==> config.mk <==
export PLATFORM = sky130hd
export DESIGN_NAME = factorial_ctrl
export DESIGN_NICKNAME = d
export VERILOG_FILES = /design/src/rtl/factorial_ctrl.sv
export SDC_FILE = /design/constraint.sdc
export NUM_CORES = 1
export LEC_CHECK = 0
export CAP_MARGIN = 25
export CORE_UTILIZATION = 35
export CTS_BUF_LIST = sky130_fd_sc_hd__clkbuf_4
export CTS_CLUSTER_DIAMETER = 50
export CTS_CLUSTER_SIZE = 16
export DETAILED_ROUTE_END_ITERATION = 10
export PLACE_DENSITY = 0.66
export SETUP_SLACK_MARGIN = 0.15
export SYNTH_ARGS = -nofsm -noshare
export SYNTH_HDL_FRONTEND = slang
export SYNTH_SLANG_ARGS = --single-unit
export TNS_END_PERCENT = 5
==> constraint.sdc <==
create_clock -name clk -period 5.2 [get_ports clk]
set_clock_uncertainty 0.1 [all_clocks]
set_input_delay 0.52 -clock clk [delete_from_list [all_inputs] [get_ports clk]]
set_output_delay 0.52 -clock clk [all_outputs]
set_load 0.005 [all_outputs]
==> src/rtl/factorial_ctrl.sv <==
// Sequencing controller that computes n! in an external 4x8 2R/1W register file.
// Optional build macro FACT_SATURATE_EN clamps the accumulator to 8'hFF on overflow.
module factorial_ctrl (
  input  logic       clk,
  input  logic       rst,
  input  logic       start,
  input  logic [7:0] n_in,
  output logic       busy,
  output logic       done,
  output logic [7:0] result,
  output logic       ovf,
  output logic [7:0] rf_data,
  output logic       rf_we,
  output logic [1:0] rf_wa,
  output logic       rf_rea,
  output logic       rf_reb,
  output logic [1:0] rf_raa,
  output logic [1:0] rf_rab,
  input  logic [7:0] rf_rda,
  input  logic [7:0] rf_rdb
);

  typedef enum logic [2:0] {
    IDLE,
    INIT_N,
    INIT_ACC,
    INIT_ONE,
    CHECK,
    MUL,
    DEC,
    DONE
  } state_e;

  localparam logic [1:0] REG_I   = 2'd0;
  localparam logic [1:0] REG_ACC = 2'd1;
  localparam logic [1:0] REG_ONE = 2'd2;

  state_e      state_q, state_d;
  logic [7:0]  nCapture_q, nCapture_d;
  logic        ovf_q, ovf_d;
  logic        done_q, done_d;
  logic [7:0]  result_q, result_d;

  logic [15:0] product;
  logic        productOvf;
  logic [7:0]  mulData;

  assign product    = {8'd0, rf_rda} * {8'd0, rf_rdb};
  assign productOvf = |product[15:8];

`ifdef FACT_SATURATE_EN
  // Once clamped, every later product with i >= 2 overflows again, so 8'hFF sticks.
  assign mulData = productOvf ? 8'hFF : product[7:0];
`else
  assign mulData = product[7:0];
`endif

  always_ff @(posedge clk) begin
    if (rst) begin
      state_q    <= IDLE;
      nCapture_q <= 8'd0;
      ovf_q      <= 1'b0;
      done_q     <= 1'b0;
      result_q   <= 8'd0;
    end else begin
      state_q    <= state_d;
      nCapture_q <= nCapture_d;
      ovf_q      <= ovf_d;
      done_q     <= done_d;
      result_q   <= result_d;
    end
  end

  always_comb begin
    state_d    = state_q;
    nCapture_d = nCapture_q;
    ovf_d      = ovf_q;
    done_d     = 1'b0;
    result_d   = result_q;
    rf_data    = 8'd0;
    rf_we      = 1'b0;
    rf_wa      = 2'd0;
    rf_rea     = 1'b0;
    rf_reb     = 1'b0;
    rf_raa     = 2'd0;
    rf_rab     = 2'd0;

    unique case (state_q)
      IDLE: begin
        if (start) begin
          nCapture_d = n_in;
          ovf_d      = 1'b0;
          state_d    = INIT_N;
        end
      end
      INIT_N: begin
        rf_we   = 1'b1;
        rf_wa   = REG_I;
        rf_data = nCapture_q;
        state_d = INIT_ACC;
      end
      INIT_ACC: begin
        rf_we   = 1'b1;
        rf_wa   = REG_ACC;
        rf_data = 8'd1;
        state_d = INIT_ONE;
      end
      INIT_ONE: begin
        rf_we   = 1'b1;
        rf_wa   = REG_ONE;
        rf_data = 8'd1;
        state_d = CHECK;
      end
      CHECK: begin
        rf_rea  = 1'b1;
        rf_raa  = REG_I;
        state_d = (rf_rda <= 8'd1) ? DONE : MUL;
      end
      MUL: begin
        rf_rea  = 1'b1;
        rf_raa  = REG_I;
        rf_reb  = 1'b1;
        rf_rab  = REG_ACC;
        rf_we   = 1'b1;
        rf_wa   = REG_ACC;
        rf_data = mulData;
        if (productOvf) ovf_d = 1'b1;
        state_d = DEC;
      end
      DEC: begin
        rf_rea  = 1'b1;
        rf_raa  = REG_I;
        rf_reb  = 1'b1;
        rf_rab  = REG_ONE;
        rf_we   = 1'b1;
        rf_wa   = REG_I;
        rf_data = rf_rda - rf_rdb;
        state_d = CHECK;
      end
      DONE: begin
        rf_rea   = 1'b1;
        rf_raa   = REG_ACC;
        result_d = rf_rda;
        done_d   = 1'b1;
        state_d  = IDLE;
      end
      default: state_d = IDLE;
    endcase
  end

  assign busy   = (state_q != IDLE);
  assign done   = done_q;
  assign result = result_q;
  assign ovf    = ovf_q;

endmodule

After elaboration in Yosys (flattened, before gate mapping)
Index checks and enable logic that the tools add are counted.
{ "word_totals": {"out_inout_bits": 28, "word_cells": 43, "regBits": 21, "inputBits": 27} }
{ "op_classes": {"n_reduce_logical": 12, "n_eq_ne": 9, "n_addsub": 1, "mul": 1, "n_lt_le_gt_ge": 1, "muxes": 14} }
{ "op_table": {"columns": ["cell", "count"], "rows": [
  ["8-bit one-hot mux with 4 select lines", 1],
  ["3-bit one-hot mux with 7 select lines", 1],
  ["8-bit by 8-bit multiplier with 16-bit output", 1],
  ["3-bit == test (second input constant)", 4],
  ["8-bit by 1-bit <= comparator with 1-bit output (second input constant)", 1],
  ["2-bit one-hot mux with 2 select lines", 2],
  ["2-bit OR reduction", 4],
  ["8-bit OR reduction", 1],
  ["8-bit subtractor", 1],
  ["1-bit two-way mux", 7],
  ["3-bit by 2-bit == test with 1-bit output (second input constant)", 2],
  ["5-bit OR reduction", 1],
  ["2-bit != test (second input constant)", 2],
  ["4-bit OR reduction", 1],
  ["3-bit by 1-bit == test with 1-bit output (second input constant)", 1],
  ["3-bit logical NOT", 1],
  ["3-bit two-way mux", 1],
  ["3-bit AND reduction", 1],
  ["3-bit nonzero test", 1],
  ["2-bit two-way mux", 1],
  ["1-bit one-hot mux with 2 select lines", 1],
  ["2-bit AND reduction", 1],
  ["2-bit nonzero test", 1]
]} }

Depth between registers and ports, before layout
{ "logic_depth": {"ltp_word": 4, "mapped_depth": 17, "mapped_depth_nobuf": 17} }

Least setup slack after synthesis
No wires, ideal clock.
{ "synth_path": {"path_type": "input-to-reg", "startpoint": "in rf_rda[2]", "endpoint": "reg ovf_q, in the netlist ovf", "setup_ns": 0.136, "cell_stages": 15, "t_arrival_ns": 4.539, "slack_ns": 0.425, "required_time_ns": 4.964, "path_buffers": 1, "path_cell_list": "clkbuf_1 -> nand2_1 -> fa_1 -> fa_1 -> fa_1 -> inv_1 -> fa_1 -> ha_1 -> a21o_1 -> a21oi_1 -> nor2b_1 -> a2111oi_2 -> o2111ai_1 -> a2111oi_2 -> a311oi_1"} }
{ "synth_between": {"elab_chain_len": 4} }
{ "synth_rtl": {"columns": ["element", "line_no", "text"], "rows": [
  ["from (decl)", "19", "input logic [7:0] rf_rda,"],
  ["8-bit by 8-bit multiplier with 16-bit output", "48", "assign product = {8'd0, rf_rda} * {8'd0, rf_rdb};"],
  ["8-bit OR reduction", "49", "assign productOvf = |product[15:8];"],
  ["2-bit != test (no line)", null, null],
  ["3-bit AND reduction (no line)", null, null],
  ["to (signal assigned)", "68", "ovf_q <= ovf_d;"],
  ["to (decl)", "40", "logic ovf_q, ovf_d;"]
]} }
No other way between the ends.
A chain may end at the register's enable or synchronous reset.

Worst setup path after layout
{ "layout_path": {"startpoint": "in rf_rda[0]", "endpoint": "out rf_data[6]"} }
{ "layout_between": {"elab_chain_len": 2, "elab_cells_between_ends": 3, "classes_between": "1 x add/sub; 1 x mul; 1 x mux"} }
{ "layout_rtl": {"columns": ["element", "line_no", "text"], "rows": [
  ["8-bit by 8-bit multiplier with 16-bit output or 8-bit subtractor (tied branches)", "48, 137", null],
  ["8-bit one-hot mux with 4 select lines *", "88", "unique case (state_q)"],
  ["to (decl)", "12", "output logic [7:0] rf_data,"]
]} }
Mark *: on every way between the ends. The rest lies on a longest branch, timed or not.

==> run summary <==
Seq pwr share = 13.6%
Crit-path slowest cell = fa_1
Clock Tree Buf Depth = 2
DR iter-0 viols = 99
HPWL after detailed placement = 7649 um
max cap viols = 0
Tmin final = 4.865 ns
Synth Area in XOR/XNOR = 2.745%
Hold Path Class = flip-flop to flip-flop
total global routing overflow = 0
RSZ-0062 raised after global routing = no
Worst-path clk slew = 0.11 ns
FF-to-FF path depth = 6
switching share of power = 44.42%
Slew @ Worst Pin = 0.9016 ns
Post-Syn Area per Cell = 8.013 sq um
ANT cells = 0
number of I/O port buffers = 53
CP Cell Sequence = dlygate4sd2_1, buf_6, inv_2, nor2_1, ha_1, fa_1, ha_1, inv_1, fa_1, inv_1, buf_4, ha_1, a21oi_1, nor2b_1, nor2_1, xnor2_1, mux2i_1, o22ai_1, dlygate4sd2_1
RD Place Congestion = 0.8210
crit path from = rf_rda[0]
most used cell, CP = ha_1
Hold Path Sink = result[3]
R2R Setup Slk = 2.85 ns
number of nets in the final layout = 647
via count = 3188
hold-critical path depth = 2
Detail Route Antenna Nets = 0
critical path class = primary input to primary output
total negative setup slack = 0 ns
Num CTS Buffers = 3
PwrDens = 283.6 mW/mm^2
largest family of logic cells by synthesized area = adder cells
Synth cell types = 48
Compound-Gate Fraction of Synth Area = 13.87%
initial antenna violation count = 0
Site Rows = 36
Worst setup SP type = primary input
Post-Synth Adder-Cell Area = 39.29%
Hold Violations, Final = 0
EDFF count, synth = 0
Combinational Power Share = 80.6%
Simple-Gate Fraction of Synth Area = 20.11%
Initial Util = 36.07%
syn_nets = 553
Vias/cell = 4.801
layout cell share with drive strength beyond 1 = 16.01%
status = finished, final reports clean
flops & latches, synth = 21
P_sw = 581.0 uW
most frequent cells in the layout = 70 x nand2_1, 67 x inv_1, 49 x buf_4, 47 x ha_1
core footprint = 0.009729 sq mm
warnings from Yosys = 0
Hold Buf Count CTS = 0
# setup viols final = 0
Routed WL = 8974 um
largest net degree at the start of global routing = 23
required time of the critical path = 4.58 ns
Worst path top cell family by delay = adder cells
CP Capture Type = primary output
crit share post-route = 93.56%
non-filler cells in the finished layout = 664
ys async rst share = 0%
DIE WIDTH = 102.1 um
reg2reg start = state_q[2]
Pre-Repair DR Iteration Count = 4
Main synth FF type = dfxtp_1
crit-path max FO = 4
critical path buffer and inverter count = 7
Skew-Pair Late Insertion Delay = 0.30 ns
Max Transition Viols Final = 0
CTS Root Cell = clkbuf_4
Fmax = 205.5 MHz
VDD IR max = 201.5 uV
min-delay src = result[3]
leakage power = 2.283 nW
critical path data arrival time = 4.25 ns
slowest stage delay, CP = 0.55 ns
worst r2r dst = ovf
clock network fraction of design power = 5.8%
full die area = 0.01043 sq mm
first-pass GRT wire length = 15440 um
area grow syn2layout = 31.41%
Syn Inst Count = 438
IO Count = 55
GR Util All Layers = 18.65%
mux cell area share after synthesis = 2.282%
vias in the first global route = 3301
sequential area share after synthesis = 11.98%
DR DRC count = 0
Pint = 727.1 uW
CTS tree = yes
Sink Count = 21
Inst Count DP = 658
Die Ht = 102.1 um
H-tree Lvls = 1
most common cell after layout, fill and taps aside = nand2_1
Wirelength per Cell = 13.52 um
relative slew slack = 39.81%
Post-Synthesis Cell Area = 0.003510 sq mm
-- timing repair --
| item | 4_1_cts | 5_1_grt |
|---|---|---|
| resized for setup | 19 | 34 |
| setup endpoints to repair | 5 | 3 |
| pin swaps | 7 | 6 |
| hold endpoints to repair | 0 | 0 |
| setup buffers | 0 | 2 |
-- worst register-to-register path: cells and delay by family, from the launching register on --
family | cells | cell delay, ns
AND/OR/NAND/NOR | 2 | 0.46
flip-flops | 1 | 0.62
AO/OA/AOI/OAI | 4 | 1.04
-- kinds of logic (layout without fill, tap and decap cells) --
family | count (synthesis) | count (layout)
buf+inv | 87 | 180
other cells | 1 | 1
flops | 21 | 21
xor+xnor | 11 | 11
fa+ha+maj | 88 | 88
simple gates | 146 | 146
compound gates | 76 | 76
mux | 8 | 8
-- worst max path at each step --
stage,to,slack (ns),cells past startpoint
after floorplan,ovf,0.43,15
after global placement,rf_data[7],-0.33,15
after detailed placement,rf_data[7],-0.33,18
after CTS,rf_data[7],0.13,15
after global routing,rf_data[7],0.17,19
final,rf_data[6],0.33,19
-- Yosys cell counts (all sizes together) (2+ instances only) --
cell	instances	area share (%)
nand2	71	7.8
inv	70	7.5
ha	51	18
fa	37	21
a21oi	30	4.3
and2	24	4.3
nor2	22	2.4
dfxtp	21	12
clkbuf	13	1.4
o21ai	11	1.6
mux2i	8	2.3
a21o	6	1.3
nor2b	6	1.1
o22ai	6	1.1
xnor2	6	1.5
nand3	5	0.71
xor2	5	1.2
a2111oi	4	1.4
a211oi	4	0.86
and3	3	0.53
buf	3	0.64
nand2b	3	0.53
o21a	3	0.64
a31oi	2	0.36
nand3b	2	0.43
nor3	2	0.61
o211ai	2	0.43
-- power groups by stage --
stage	Sequential (mW)	Combinational (mW)	Clock, mW
6_report	0.178	1.05	0.0761
5_1_grt	0.180	1.18	0.0863
4_1_cts	0.177	0.995	0.0807
3_5_place_dp	0.181	0.955	0
3_3_place_gp	0.181	0.928	0
2_1_floorplan	0.175	0.615	0
-- routing by layer --
metal	global-route usage [%]	vias up	routed length, um
li1	-	1605	-
met1	24.13	1512	4205
met2	32.99	57	4322
met3	2.873	14	308
met4	3.516	0	139
met5	0	-	0
-- state kept, by name, indices dropped and copies added, names as in the netlist --
register and cells:
state_q 3, result 8, nCapture_q 8, done 1, ovf 1
-- layout make-up --
| class | instances | area (sq um) |
|---|---|---|
| Fill cell | 973 | 5117 |
| Multi-Input combinational cell | 330 | 2829 |
| Timing Repair Buffer | 105 | 902.1 |
| Inverter | 71 | 266.5 |
| Tap cell | 133 | 166.4 |
| Sequential cell | 21 | 420.4 |
| Clock buffer | 3 | 22.52 |
| Clock inverter | 1 | 5.005 |
-- metrics by stage --
stage / hold slack [ns] / instance area, sq um / setup slack [ns] / util [%] / power [mW]
finish: 0.3595 / 4612 / 0.3348 / 47.40 / 1.308
global route: 0.3852 / 4612 / 0.1669 / 47.40 / 1.443
CTS: 0.3636 / 4563 / 0.1271 / 46.90 / 1.253
detailed placement: 0.3472 / 4511 / -0.3261 / 46.36 / 1.137
global placement: 0.3452 / 4511 / -0.3305 / 46.36 / 1.109
floorplan: 0.3332 / 3510 / 0.4250 / - / 0.7905
Power figures use the tool's default switching activity.
